`config.mk`:
```
export PLATFORM = sky130hd
export DESIGN_NAME = dp_result_out
export DESIGN_NICKNAME = d
export VERILOG_FILES = /design/src/rtl/dp_pkg.sv /design/src/rtl/dp_sync_fifo.sv /design/src/rtl/dp_result_out.sv
export SDC_FILE = /design/constraint.sdc
export NUM_CORES = 1
export LEC_CHECK = 0
export CAP_MARGIN = 40
export CORE_MARGIN = 1
export CORE_UTILIZATION = 27
export DETAILED_ROUTE_END_ITERATION = 8
export PLACE_DENSITY_LB_ADDON = 0.3
export SLEW_MARGIN = 20
export SYNTH_ARGS = -nofsm -noshare
export SYNTH_HDL_FRONTEND = slang
export SYNTH_SLANG_ARGS = --single-unit
```
`constraint.sdc`:
```
create_clock -name clk -period 3.3 [get_ports clk]
set_input_delay 0.495 -clock clk [delete_from_list [all_inputs] [get_ports clk]]
set_output_delay 0.495 -clock clk [all_outputs]
set_load 0.02 [all_outputs]
```
`src/rtl/dp_pkg.sv`:
```
// Shared definitions for the dot-product pipeline: precision tags and default widths.
package dp_pkg;

    localparam int unsigned DATA_W_DEF = 32;
    localparam int unsigned MODE_W     = 2;

    localparam logic [MODE_W-1:0] MODE_FP32   = 2'b00;
    localparam logic [MODE_W-1:0] MODE_FP16X2 = 2'b01;
    localparam logic [MODE_W-1:0] MODE_BF16X2 = 2'b10;

endpackage

```
`src/rtl/dp_sync_fifo.sv`:
```
// Generic single-clock FIFO with explicit occupancy counter and full/empty flags.
// A push while full is accepted only if a pop frees a slot on the same edge.
module dp_sync_fifo #(
    parameter int unsigned WIDTH = 34,
    parameter int unsigned DEPTH = 4,
    localparam int unsigned PTR_W = $clog2(DEPTH),
    localparam int unsigned LVL_W = PTR_W + 1
) (
    input  logic             clk,
    input  logic             rst,
    input  logic             i_push,
    input  logic             i_pop,
    input  logic [WIDTH-1:0] i_wdata,
    output logic [WIDTH-1:0] o_rdata,
    output logic             o_full,
    output logic             o_empty,
    output logic [LVL_W-1:0] o_level
);

    logic [WIDTH-1:0] r_mem [DEPTH];
    logic [PTR_W-1:0] r_wr_ptr;
    logic [PTR_W-1:0] r_rd_ptr;
    logic [LVL_W-1:0] r_level;
    logic             w_push;
    logic             w_pop;

    assign o_empty = (r_level == '0);
    assign o_full  = (r_level == LVL_W'(DEPTH));
    assign w_pop   = i_pop && !o_empty;
    assign w_push  = i_push && (!o_full || w_pop);

    always_ff @(posedge clk or posedge rst) begin
        if (rst) begin
            r_wr_ptr <= '0;
            r_rd_ptr <= '0;
            r_level  <= '0;
        end else begin
            if (w_push) r_wr_ptr <= r_wr_ptr + PTR_W'(1);
            if (w_pop)  r_rd_ptr <= r_rd_ptr + PTR_W'(1);
            if (w_push && !w_pop)      r_level <= r_level + LVL_W'(1);
            else if (w_pop && !w_push) r_level <= r_level - LVL_W'(1);
        end
    end

    // Storage is deliberately not reset; the level counter guards reads.
    always_ff @(posedge clk) begin
        if (w_push) r_mem[r_wr_ptr] <= i_wdata;
    end

    assign o_rdata = r_mem[r_rd_ptr];
    assign o_level = r_level;

endmodule

```
`src/rtl/dp_result_out.sv`:
```
// Output stage of the dot-product pipeline: absorbs one result per cycle, presents it
// downstream with valid/ready, and accounts for results lost when the FIFO is full.
module dp_result_out
    import dp_pkg::*;
#(
    parameter int unsigned DATA_W = DATA_W_DEF,
    parameter int unsigned DEPTH  = 4,
    parameter int unsigned AF_LVL = 3,
    parameter int unsigned CNT_W  = 8,
    localparam int unsigned LVL_W = $clog2(DEPTH) + 1
) (
    input  logic              clk,
    input  logic              rst,
    input  logic              p_valid,
    input  logic [DATA_W-1:0] p_data,
    input  logic [1:0]        p_mode,
    output logic              out_valid,
    input  logic              out_ready,
    output logic [DATA_W-1:0] out_data,
    output logic [1:0]        out_mode,
    output logic              almost_full,
    output logic [LVL_W-1:0]  level,
    output logic              ovf,
    output logic [CNT_W-1:0]  drop_cnt,
    input  logic              ovf_clr
);

    logic [DATA_W+1:0] w_rdata;
    logic [LVL_W-1:0]  w_level;
    logic              w_full;
    logic              w_empty;
    logic              w_pop;
    logic              w_drop;
    logic              r_ovf;
    logic [CNT_W-1:0]  r_drop_cnt;

    dp_sync_fifo #(
        .WIDTH (DATA_W + 2),
        .DEPTH (DEPTH)
    ) u_fifo (
        .clk     (clk),
        .rst     (rst),
        .i_push  (p_valid),
        .i_pop   (w_pop),
        .i_wdata ({p_mode, p_data}),
        .o_rdata (w_rdata),
        .o_full  (w_full),
        .o_empty (w_empty),
        .o_level (w_level)
    );

    assign out_valid = !w_empty;
    assign w_pop     = out_valid && out_ready;
    assign w_drop    = p_valid && w_full && !w_pop;

    always_ff @(posedge clk or posedge rst) begin
        if (rst) begin
            r_ovf      <= 1'b0;
            r_drop_cnt <= '0;
        end else if (ovf_clr) begin
            r_ovf      <= 1'b0;
            r_drop_cnt <= '0;
        end else if (w_drop) begin
            r_ovf <= 1'b1;
            if (r_drop_cnt != '1) r_drop_cnt <= r_drop_cnt + CNT_W'(1);
        end
    end

    // Mask the head so stale storage never leaks out while empty.
    assign out_data    = out_valid ? w_rdata[DATA_W-1:0] : '0;
    assign out_mode    = out_valid ? w_rdata[DATA_W+1:DATA_W] : 2'b00;
    assign almost_full = (w_level >= LVL_W'(AF_LVL));
    assign level       = w_level;
    assign ovf         = r_ovf;
    assign drop_cnt    = r_drop_cnt;

endmodule

```
==> summary.md <==
| Metric | Value |
|---|---|
| Clk root buf | `clkbuf_16` |
| Nets | `443` |
| Worst path max stage delay | `670 ps` |
| Worst-margin pin slew | `669 ps` |
| Outcome | `finished clean` |
| Synth unique cells | `31` |
| Critical path origin | `u_fifo.r_rd_ptr[0]` |
| Yosys warns | `0` |
| Net Count, Synth | `~350` |
| HP Class | `in2async` |
| Diodes inserted | `0` |
| Most frequent cells in the layout | `136 x edfxtp_1, 86 x clkdlybuf4s50_1, 34 x mux4_2, 34 x and2_1, 17 x clkbuf_16` |
| Critical path buffer and inverter count | `2` |
| Maxcap violations | `0` |
| FMAX | `0.323 GHz` |
| Post-route ant nets | `0` |
| CTS tree | `done` |
| Initial Utilization | `between 20 and 30%` |
| Fraction of registers with async set/reset | `10.5%` |
| Routability cong. | `0.689` |
| Crit start category | `register` |
| Routed WL | `12000 um` |
| Vias in the first global route | `3243` |
| Final setup skew | `around 7.2 ps` |
| Crit path max-delay family | `buffers and inverters` |
| Worst reg-to-reg setup slack | `620 ps` |
| Hold_buf cts | `0` |
| Final Critical Period | `3090 ps` |
| Worst R2R Start | `u_fifo.o_level[0]` |
| Crit-path slowest cell | `dfrtp_2` |
| Multi-input logic area | `1440 um^2` |
| DIE WIDTH | `151 um` |
| Critical path class | `reg2out` |
| Die ar. | `about 23000 um^2` |
| Slew HR | `55.4%` |
| Finished Core Util | `35.9%` |
| Worst VDD drop | `around 540 uV` |
| Ports | `87` |
| First-pass DRT Iterations | `6` |
| CP Cell Sequence | `buf_12 -> mux4_2 -> and2_1 -> clkdlybuf4s50_1` |
| Post-synthesis instance total | `about 300` |
| Setup ws final | `about 210 ps` |
| Clk buf depth | `2` |
| Clock sink total | `approximately 150` |
| Tcrit/Tclk final | `93.7%` |
| Hold_ws | `about 480 ps` |
| R2r worst-path depth | `8` |
| DRC errors left | `0` |
| Clk pin slew, worst setup/hold paths | `60 ps` |
| HPWL after DPL | `7590 um` |
| Post-cts sizing count | `0` |
| H-tree Lvls | `4` |
| CP Capture Type | `output pin` |
| Fin. Hold Viols | `0` |
| Synthesis-to-layout area growth | `30.6%` |
| Most common cell after layout, fill and taps aside | `edfxtp_1` |
| PD cells | `between 900 and 1000 nW/um^2` |
| Worst-Skew Late Latency | `around 420 ps` |
| Gr usage total | `between 10 and 15%` |
| Global-route wire length before repair | `~19000 um` |
| Storage element area | `4490 um^2` |
| Dpl ws | `493 ps` |
| Via count | `2994` |
| Largest net degree at the start of global routing | `38` |
| CP Max Fanout | `12` |
| Post-CTS Setup Bufs | `0` |
| Num rows | `54` |
| Non-Filler Instances | `690` |
| Final setup fails | `0` |
| Final instance area | `7840 um^2` |
| FF-to-FF End | `u_fifo.o_level[2]` |
| Post-synth EDFFs | `around 140` |
| Vias/cell | `4.34` |
| Top FF cell, synth | `edfxtp_1` |
| Sequential-to-total area share from yosys stat | `74.7%` |
| DR WL/cell | `17.3 um` |
| LEAKAGE | `2.60 nW` |
| Fill cell count | `2017` |
| Placed instance area | `7250 um^2` |
| Die Ht | `~150 um` |
| Initial antenna violation count | `0` |
| Setup TNS | `0 ps` |
| WP data arrival | `2600 ps` |
| Synth Register Bits | `152` |
| Synthesized area per cell | `20.1 um^2` |
| RSZ-0062 raised after global routing | `no` |
| Iter 0 DRT Violations | `about 110` |
| IO Port Bufs | `86` |
| Syn Std Cell Area | `6000 um^2` |
| Cells after DPL | `658` |
| Max-slew violation count | `0` |
| Critical path required time | `2800 ps` |
| Core ar. | `about 22000 um^2` |
| CTS Buf Count | `17` |
| Global route overflow | `0` |
| Layout cells sized above 1 | `21.0%` |
| Total power | `about 7.3 mW` |
## worst max-delay path by stage
stage / to / slack [ps] / cells after the start
floorplan: u_fifo.r_mem[0][0] / 910 / 4
global placement: u_fifo.o_level[1] / 580 / 7
detailed placement: u_fifo.o_level[1] / 490 / 7
CTS: out_data[5] / 130 / 4
global route: out_data[31] / 70 / 4
finish: out_data[5] / 210 / 4
## flip-flops by register name, summed over array words and instances, names as in the netlist
name,count
u_fifo.r_rd_ptr,2
u_fifo.r_wr_ptr,2
drop_cnt,8
ovf,1
u_fifo.r_mem,136
u_fifo.o_level,3
## logic make-up (layout without fill, tap and decap cells)
group	count (synthesis)	in the layout	synth area share, %
AOI/OAI and AO/OA	13	13	1.56
xor gates and xnor gates	8	8	1.17
adders and majority gates	7	7	1.58
buffers and inverters	20	131	1.33
DFF	152	152	74.7
muxes	37	37	13.3
and+or+nand+nor	62	62	6.34
## area by class of cell
| class | instances | area share, % |
|---|---|---|
| clock buffers | 17 | 5.43 |
| clock inverters | 15 | 2.07 |
| inverters | 6 | 0.287 |
| multi-input cells | 127 | 18.4 |
| flip-flops and latches | 152 | 57.2 |
| well taps | 280 | 4.47 |
| repair buffers | 93 | 12.1 |
## where the power goes
| part | internal [mW] | switching (mW) |
|---|---|---|
| clock | 1.13 | 0.782 |
| combinational | 1.39 | 1.30 |
| sequential | 2.51 | 0.198 |
## routing by layer
layer  global-route usage [%]  part of all wire (%)  vias to the layer above
li1                         -                     -                     1377
met1                     13.8                    41                     1521
met2                     19.3                    52                       80
met3                     3.89                   5.5                       16
met4                     4.05                   1.4                        0
met5                        0                     0                        -
## cells in the mapped netlist (2+ instances only)
library cell    n  share of area [%]
edfxtp_1      136                 68
and2_1         38                4.0
mux4_2         34                 13
dfrtp_1        16                6.7
clkbuf_1        9               0.56
ha_1            6                1.3
inv_1           6               0.38
nor2_1          6               0.38
a21oi_1         5               0.42
nand2_1         5               0.31
xnor2_1         5               0.73
buf_2           4               0.33
nand3_1         3               0.25
o21ai_0         3               0.25
xor2_1          3               0.44
mux2_2          2               0.38
o31ai_1         2               0.25
or3_1           2               0.21
or4_1           2               0.25
Power figures use the tool's default switching activity.
